==> src/rtl/uart_rx_fifo.sv <==
// uart_rx_fifo: 16x-oversampled 8N1 receiver feeding a first-word-fall-through byte FIFO.
// Define UART_RX_PARITY_EN for 8E1 frames with parity checking.
module uart_rx_fifo #(
  parameter int SYS_CLK_FREQ    = 100000000,
  parameter int BAUD_RATE       = 115200,
  parameter int FIFO_DEPTH_LOG2 = 3
) (
  input  logic                     clk_in,
  input  logic                     rst_in,
  input  logic                     rx,
  input  logic                     rd_en,
  input  logic                     ovf_clr,
  output logic [7:0]               dout,
  output logic                     empty,
  output logic                     full,
  output logic [FIFO_DEPTH_LOG2:0] count,
  output logic                     frame_err,
  output logic                     overflow,
  output logic                     parity_err
);
  localparam int DIV_RAW = SYS_CLK_FREQ / (BAUD_RATE * 16);
  localparam int DIV     = DIV_RAW < 1 ? 1 : DIV_RAW;
  localparam int DW      = DIV > 1 ? $clog2(DIV) : 1;
  localparam int FL      = FIFO_DEPTH_LOG2;
`ifdef UART_RX_PARITY_EN
  typedef enum logic [2:0] {IDLE, START, DATA, PARITY, STOP} state_t;
`else
  typedef enum logic [2:0] {IDLE, START, DATA, STOP} state_t;
`endif
  state_t state, nxt;
  logic rx_m, rxs, armed, tick, bit_ctr, start_det, push_ok, fe, pe, par_bad;
  logic [1:0] vld;
  logic [DW-1:0] div_cnt;
  logic [3:0] tc;
  logic [2:0] idx;
  logic [7:0] sh;
  logic [7:0] mem [1<<FL];
  logic [FL-1:0] wp, rp;
  logic do_push, do_pop;
  assign tick      = div_cnt == DW'(DIV - 1);
  assign bit_ctr   = tick && tc == 4'd15;
  assign start_det = state == IDLE && armed && !rxs;
  always_comb begin
    nxt = state;
    push_ok = 1'b0;
    fe = 1'b0;
    pe = 1'b0;
    case (state)
      IDLE:   nxt = start_det ? START : IDLE;
      START:  nxt = (tick && tc == 4'd7) ? (rxs ? IDLE : DATA) : START;
`ifdef UART_RX_PARITY_EN
      DATA:   nxt = (bit_ctr && idx == 3'd7) ? PARITY : DATA;
      PARITY: nxt = bit_ctr ? STOP : PARITY;
`else
      DATA:   nxt = (bit_ctr && idx == 3'd7) ? STOP : DATA;
`endif
      STOP: begin
        nxt = bit_ctr ? IDLE : STOP;
        push_ok = bit_ctr && rxs && !par_bad;
        fe = bit_ctr && !rxs;
        pe = bit_ctr && par_bad;
      end
      default: nxt = IDLE;
    endcase
  end
  // vld keeps the reset value of the synchroniser from arming the receiver
  always_ff @(posedge clk_in) begin
    if (rst_in) begin
      rx_m <= 1'b1;
      rxs <= 1'b1;
      vld <= 2'b00;
      armed <= 1'b0;
      state <= IDLE;
      div_cnt <= '0;
      tc <= 4'd0;
      idx <= 3'd0;
      sh <= 8'h00;
      frame_err <= 1'b0;
      parity_err <= 1'b0;
    end else begin
      rx_m <= rx;
      rxs <= rx_m;
      vld <= {vld[0], 1'b1};
      armed <= armed | (vld[1] & rxs);
      state <= nxt;
      div_cnt <= (start_det || tick) ? '0 : div_cnt + 1'b1;
      tc <= start_det ? 4'd0 : tick ? ((state == START && tc == 4'd7) ? 4'd0 : tc + 4'd1) : tc;
      idx <= start_det ? 3'd0 : (state == DATA && bit_ctr) ? idx + 3'd1 : idx;
      sh <= (state == DATA && bit_ctr) ? {rxs, sh[7:1]} : sh;
      frame_err <= fe;
      parity_err <= pe;
    end
  end
`ifdef UART_RX_PARITY_EN
  always_ff @(posedge clk_in) begin
    if (rst_in) par_bad <= 1'b0;
    else par_bad <= start_det ? 1'b0 : (state == PARITY && bit_ctr) ? ^{sh, rxs} : par_bad;
  end
`else
  assign par_bad = 1'b0;
`endif
  assign empty   = count == '0;
  assign full    = count[FL];
  assign dout    = empty ? 8'h00 : mem[rp];
  assign do_pop  = rd_en && !empty;
  assign do_push = push_ok && (!full || do_pop);
  always_ff @(posedge clk_in) begin
    if (do_push) mem[wp] <= sh;
  end
  always_ff @(posedge clk_in) begin
    if (rst_in) begin
      wp <= '0;
      rp <= '0;
      count <= '0;
      overflow <= 1'b0;
    end else begin
      wp <= do_push ? wp + 1'b1 : wp;
      rp <= do_pop ? rp + 1'b1 : rp;
      count <= count + (FL+1)'(do_push) - (FL+1)'(do_pop);
      overflow <= (push_ok && full && !do_pop) ? 1'b1 : ovf_clr ? 1'b0 : overflow;
    end
  end
endmodule

==> config.mk <==
export PLATFORM = sky130hd
export DESIGN_NAME = uart_rx_fifo
export DESIGN_NICKNAME = d
export VERILOG_FILES = /design/src/rtl/uart_rx_fifo.sv
export SDC_FILE = /design/constraint.sdc
export NUM_CORES = 1
export LEC_CHECK = 0
export ABC_AREA = 1
export CORE_MARGIN = 2
export CORE_UTILIZATION = 40
export CTS_BUF_LIST = sky130_fd_sc_hd__clkbuf_8 sky130_fd_sc_hd__clkbuf_16
export DETAILED_ROUTE_END_ITERATION = 12
export GPL_ROUTABILITY_DRIVEN = 1
export PLACE_DENSITY = 0.67
export SLEW_MARGIN = 20
export SYNTH_ARGS = -nofsm -noshare
export SYNTH_HDL_FRONTEND = slang
export SYNTH_SLANG_ARGS = --single-unit
==> constraint.sdc <==
create_clock -name clk_in -period 2.84 [get_ports clk_in]
set_input_delay 0.568 -clock clk_in [delete_from_list [all_inputs] [get_ports clk_in]]
set_output_delay 0.568 -clock clk_in [all_outputs]
set_load 0.03 [all_outputs]
---- After elaboration in Yosys (flattened, before gate mapping) ----
Memories as Yosys holds them, arrays and structs flattened. A register that Yosys moved wholly into a read port is not among the register bits.
Cells that the tools add are included.
cells by class
  $add $sub $neg .......................... 7
  reduce and logical (&&, ||, !) cells .... 25
  bitwise operators ....................... 3
  equality and inequality tests ........... 7
  multiplexer cells ....................... 16
operators by type and width
  cell                                                                   count
  1-bit logical AND                                                      13
  3-bit by 1-bit adder with 3-bit output, second input constant          3
  1-bit 2-to-1 mux                                                       8
  8-bit 2-to-1 mux                                                       1
  2-bit case mux with 4 select lines                                     1
  6-bit by 1-bit adder with 6-bit output, second input constant          1
  3-bit by 2-bit equality test with 1-bit output, second input constant  2
  6-bit equality test, second input constant                             1
  2-bit 2-to-1 mux                                                       3
  3-bit 2-to-1 mux                                                       2
  2-bit OR reduction                                                     3
  4-bit by 1-bit adder with 4-bit output                                 1
  4-bit by 1-bit adder with 4-bit output, second input constant          1
  4-bit by 3-bit equality test with 1-bit output, second input constant  1
  4-bit equality test, second input constant                             1
  1-bit zero test                                                        4
  4-bit zero test                                                        1
  4-bit 2-to-1 mux                                                       1
  4-bit by 1-bit subtractor with 4-bit output                            1
  3-bit by 1-bit equality test with 1-bit output, second input constant  1
  3-bit equality test, second input constant                             1
  3-bit zero test                                                        1
  1-bit logical OR                                                       2
  2-bit nonzero test                                                     1
  other kinds (3)                                                        3
storage, ports and cells
  memories ................................ 1
  memory bits (writable) .................. 64
  bits in registers ....................... 41
  input bits .............................. 5
  output and inout bits ................... 17
  logic and storage cells ................. 74
memory list
  name  words  width  read ports  clocked after memory_dff  wr ports  RTL line  source
  mem   8      8      1           1                         1         37        logic [7:0] mem [1<<FL];

---- Longest topological paths before layout ----
  word-level depth ........................ 7
  mapped depth ............................ 14
  depth with buffers taken out ............ 14

---- Worst setup path after synthesis ----
Ideal clock, no wire load.
  path type ............................... register to register
  start ................................... reg count[3]
  end ..................................... reg count[2]
  library setup time ...................... 0.127 ns
  path buffers ............................ 0
  clock period less this slack ............ 2.495 ns
  data arrival time ....................... 2.368 ns
  path slack .............................. 0.345 ns
  required time ........................... 2.713 ns
  stages on the path, launching flop included .. 14
  path through ............................ dfxtp_1 -> inv_1 -> ha_1 -> nand2_2 -> nand2_1 -> nand2_1 -> nand2_4 -> ha_1 -> inv_1 -> ha_1 -> inv_1 -> fa_1 -> xor2_1 -> nor2_1
on the way
  longest elaborated chain between the ends .. 7
  elaborated cells between the ends (all ways) .. 8
  classes of those cells .................. add/sub (2); reduce/logical (6)
ends and longest elaborated chain
  item                                           RTL line  source
  from (decl)                                    16        output logic [FIFO_DEPTH_LOG2:0] count,
  from (signal assigned)                         119       count <= count + (FL+1)'(do_push) - (FL+1)'(do_pop);
  4-bit zero test                                102       assign empty = count == '0;
  1-bit zero test                                105       assign do_pop = rd_en && !empty;
  1-bit logical AND                              105
  1-bit logical OR                               106       assign do_push = push_ok && (!full || do_pop);
  1-bit logical AND                              106
  4-bit by 1-bit adder with 4-bit output         119
  4-bit by 1-bit subtractor with 4-bit output *  119
Mark *: on every way between the ends. The rest lies on a longest branch, timed or not.
A chain may end at the register's enable or synchronous reset.

---- Worst setup path after layout ----
  start ................................... reg tc[0]
  end ..................................... reg count[2]
on the way
  longest elaborated chain between the ends .. 7
ends and longest elaborated chain
  item                                         RTL line  source
  from (decl)                                  34        logic [3:0] tc;
  from (signal assigned)                       87        tc <= start_det ? 4'd0 : tick ? ((state == START && tc == 4'd7) ? 4'd0 : tc + 4'd1) : tc;
  4-bit equality test                          41        assign bit_ctr = tick && tc == 4'd15;
  1-bit logical AND                            41
  1-bit logical AND                            59        push_ok = bit_ctr && rxs && !par_bad;
  1-bit 2-to-1 mux                             48        case (state)
  1-bit logical AND                            106
  4-bit by 1-bit adder with 4-bit output       119
  4-bit by 1-bit subtractor with 4-bit output  119
Every way passes these cells.

==> impl_metrics.toml <==
[die]
initial_utilization = 0.409
coreArea_um2 = 10800
die-area_um2 = 11900
io_pins = 22
die_h_um = 109
die_w_um = 109
rows = 38

[synthesis]
synthesis.nets = 445
yosysWarnings = 0
synth_mux_area_frac = 0
synth_cells = 427
synthArstFlopShare = 0
synth_top_area_cell = "edfxtp_1"
synth-xor-area-share = 0.00992
synth_ff_type = "edfxtp_1"
synth.distinct_cells = 32
synth_top_area_frac = 0.435
synth_top_family_by_area = "simple AND/OR/NAND/NOR gates"
synth_seq_cells = 107
synth_edf_count = 64
synth_fa_ha_area_frac = 0.0386
synth-seq-area-share = 0.631
yosys.area_share.simple = 0.155
syn_area_per_cell_um2 = 10.3
synthTopCellsByArea = "edfxtp_1 (44%), dfxtp_1 (20%), nor2_1 (7.2%)"
synth_compound_gate_area_share = 0.110
syn_area_um2 = 4410

[worst_setup_path]
required_ps = 3110
worstSetupPathType = "flop to flop"
cp-start-kind = "flop"
worstPathCellList = "ha_1, nand2_1, nor2_1, nand2_4, nor2_8, nand2_4, ha_1, inv_1, ha_1, inv_1, fa_1, xor2_1, nor2_1"
worst_setup_path_end_kind = "flop"
crit_path_frequent_cell = "ha_1"
cp_data_arrival_time_ps = 2780
rr_startpoint = "tc[0]"
startpoint = "tc[0]"
slowest_stage = "dfxtp_1"
path_max_fanout = 5
max_stage_delay_ps = 390

[finish]
utilization = 0.466
final_nets = 471
layout-drive-gt1-share = 0.0983
diodes = 0
area_growth_pct = 13.9

[power_and_ir_drop]
power_mw = 3.71
p_leak_nw = 2.17
ir_drop_v = 0.000288
powerDensity_nw_per_um2 = 738

[cts]
clock-root-buffer = "clkbuf_8"
clk_latency_ps = 370
cts-htree-levels = 3
cts_buffer_depth = 2
clkTransAtPathRegs_ps = 100
cts.sinks = 107
cts_hold_buf = 0
numCtsBuffers = 9
cts_setup_buffers = 0
cts_tree = "done"

[timing]
fin_crit_sh = 0.882
finalClockSkew_ps = 16.9
rsz0062_at_grt = "false"
hold_viol_final = 0
max_freq_mhz = 399
fin_crit_ps = 2510
report.final.slew_viol_count = 0
timing.hold.ws_ps = 415
setup_tns_ps = 0
setup_violations = 0

[flow_run]
maxCapViolCount = 0

[grt]
antenna_found_initial = 0
grt_pass1_vias = 2814
grt_max_degree = 33
gr-total-overflow = 0
track_usage = 0.146
grt_pass1_wl_mm = 13.5

[place]
numPortBuffers = 20
place_congestion = 0.739
dp.final_hpwl_mm = 5.16

[drt]
vias_per_cell = 4.87
drc_errors = 0
wl_per_cell_um = 12.9
routed_wl_mm = 7.74
vias = 2911
ant_nets = 0
drtIter0Drc = 245
first_pass_iters = 4

[run_status]
outcome = "completed"

[worst_hold_path]
hp-class = "flop to flop"
hold_start = "vld[0]"
worst max-delay path: cells and delay by family, from the launching register on:
kind / cells / cell delay, ps
XOR/XNOR: 1 / 150
adder cells (fa/ha/maj): 4 / 1010
buffers and inverters: 2 / 110
flip-flops: 1 / 390
AND/OR/NAND/NOR: 6 / 740
kinds of logic after synthesis:
logic type | Yosys count
adder cells (fa/ha/maj) | 13
flip-flops | 107
buffers and inverters | 60
AND/OR/NAND/NOR | 151
other | 1
XOR/XNOR | 5
AO/OA/AOI/OAI | 90
synth_stat cells, types with 2 or more instances:
library cell   n
nand2_2        2
nand2_1       35
nor2_1        85
nor2_2         6
o211ai_1       8
clkbuf_1      11
buf_4          2
a21oi_1       23
xor2_1         3
or2_2          2
nand3_1        8
inv_1         43
xnor2_1        2
nand2_4        3
o22ai_1        8
nand4_1        3
nor2_8         2
dfxtp_1       43
o21ai_0       49
buf_2          2
edfxtp_1      64
ha_1          12
nand3_2        2
path summary, 6_finish.rpt:
| path | to | slack [ps] | cells past startpoint |
|---|---|---|---|
| setup reg to reg | count[2] | 330 | 13 |
| hold / removal | vld[1] | 420 | 2 |
| setup / recovery | count[2] | 330 | 13 |
| hold reg to reg | vld[1] | 420 | 2 |
final cells by class:
| type | instances | area (µm²) |
|---|---|---|
| inverters | 44 | 170 |
| fillers | 980 | 5770 |
| multi-input cells | 260 | 1390 |
| flip-flops and latches | 107 | 2780 |
| clock inverters | 7 | 66.3 |
| well taps | 140 | 175 |
| repair buffers | 31 | 319 |
| clock buffers | 9 | 124 |
sequential cells by signal, summed over array words and instances (netlist names), named ones only:
name and count:
wp 3, vld 2, tc 4, idx 3, state 2, rp 3
armed 1, overflow 1, rxs 1, sh 8, frame_err 1, div_cnt 6
count 4, rx_m 1, mem 64
power by group:
group,switching (mW),leakage [nW],internal (mW)
Sequential,0.0460,1.10,1.68
Clock,0.538,0.0969,0.341
Combinational,0.697,0.973,0.412
metrics by stage:
stage          cell area [µm²]  setup slack [ps]  instances
2_1_floorplan             4410               345        427
3_3_place_gp              4810               285        582
3_5_place_dp              4810               231        582
4_1_cts                   5010              18.0        598
5_1_grt                   5030              95.8        598
6_report                  5030               335        598
per-layer routing:
metal  GRT usage  vias up  wire, µm
li1            -     1488         -
met1       0.186     1361      3560
met2       0.246       54      3790
met3      0.0406        8       332
met4      0.0375        0        63
met5           0        -         0
what timing repair did:
item / 4_1_cts / 5_1_grt
cloned: 0 / 0
resized for setup: 1 / 8
setup endpoints to repair: 4 / 8
cells in the final DEF, fill, tap and decap left out, drive strengths merged:
cell,Yosys,final
a21oi,23,23
a22oi,1,1
and3,1,1
buf,4,11
clkbuf,12,9
clkdlybuf4s50,0,12
clkinv,1,4
conb,1,1
dfxtp,43,43
dlymetal6s2s,0,8
edfxtp,64,64
fa,1,1
ha,12,12
inv,43,47
nand2,40,40
nand3,10,10
nand4,3,3
nor2,93,93
nor4,1,1
o211ai,8,8
o21ai,50,50
o22ai,8,8
or2,3,3
xnor2,2,2
xor2,3,3
Power figures use the tool's default switching activity.
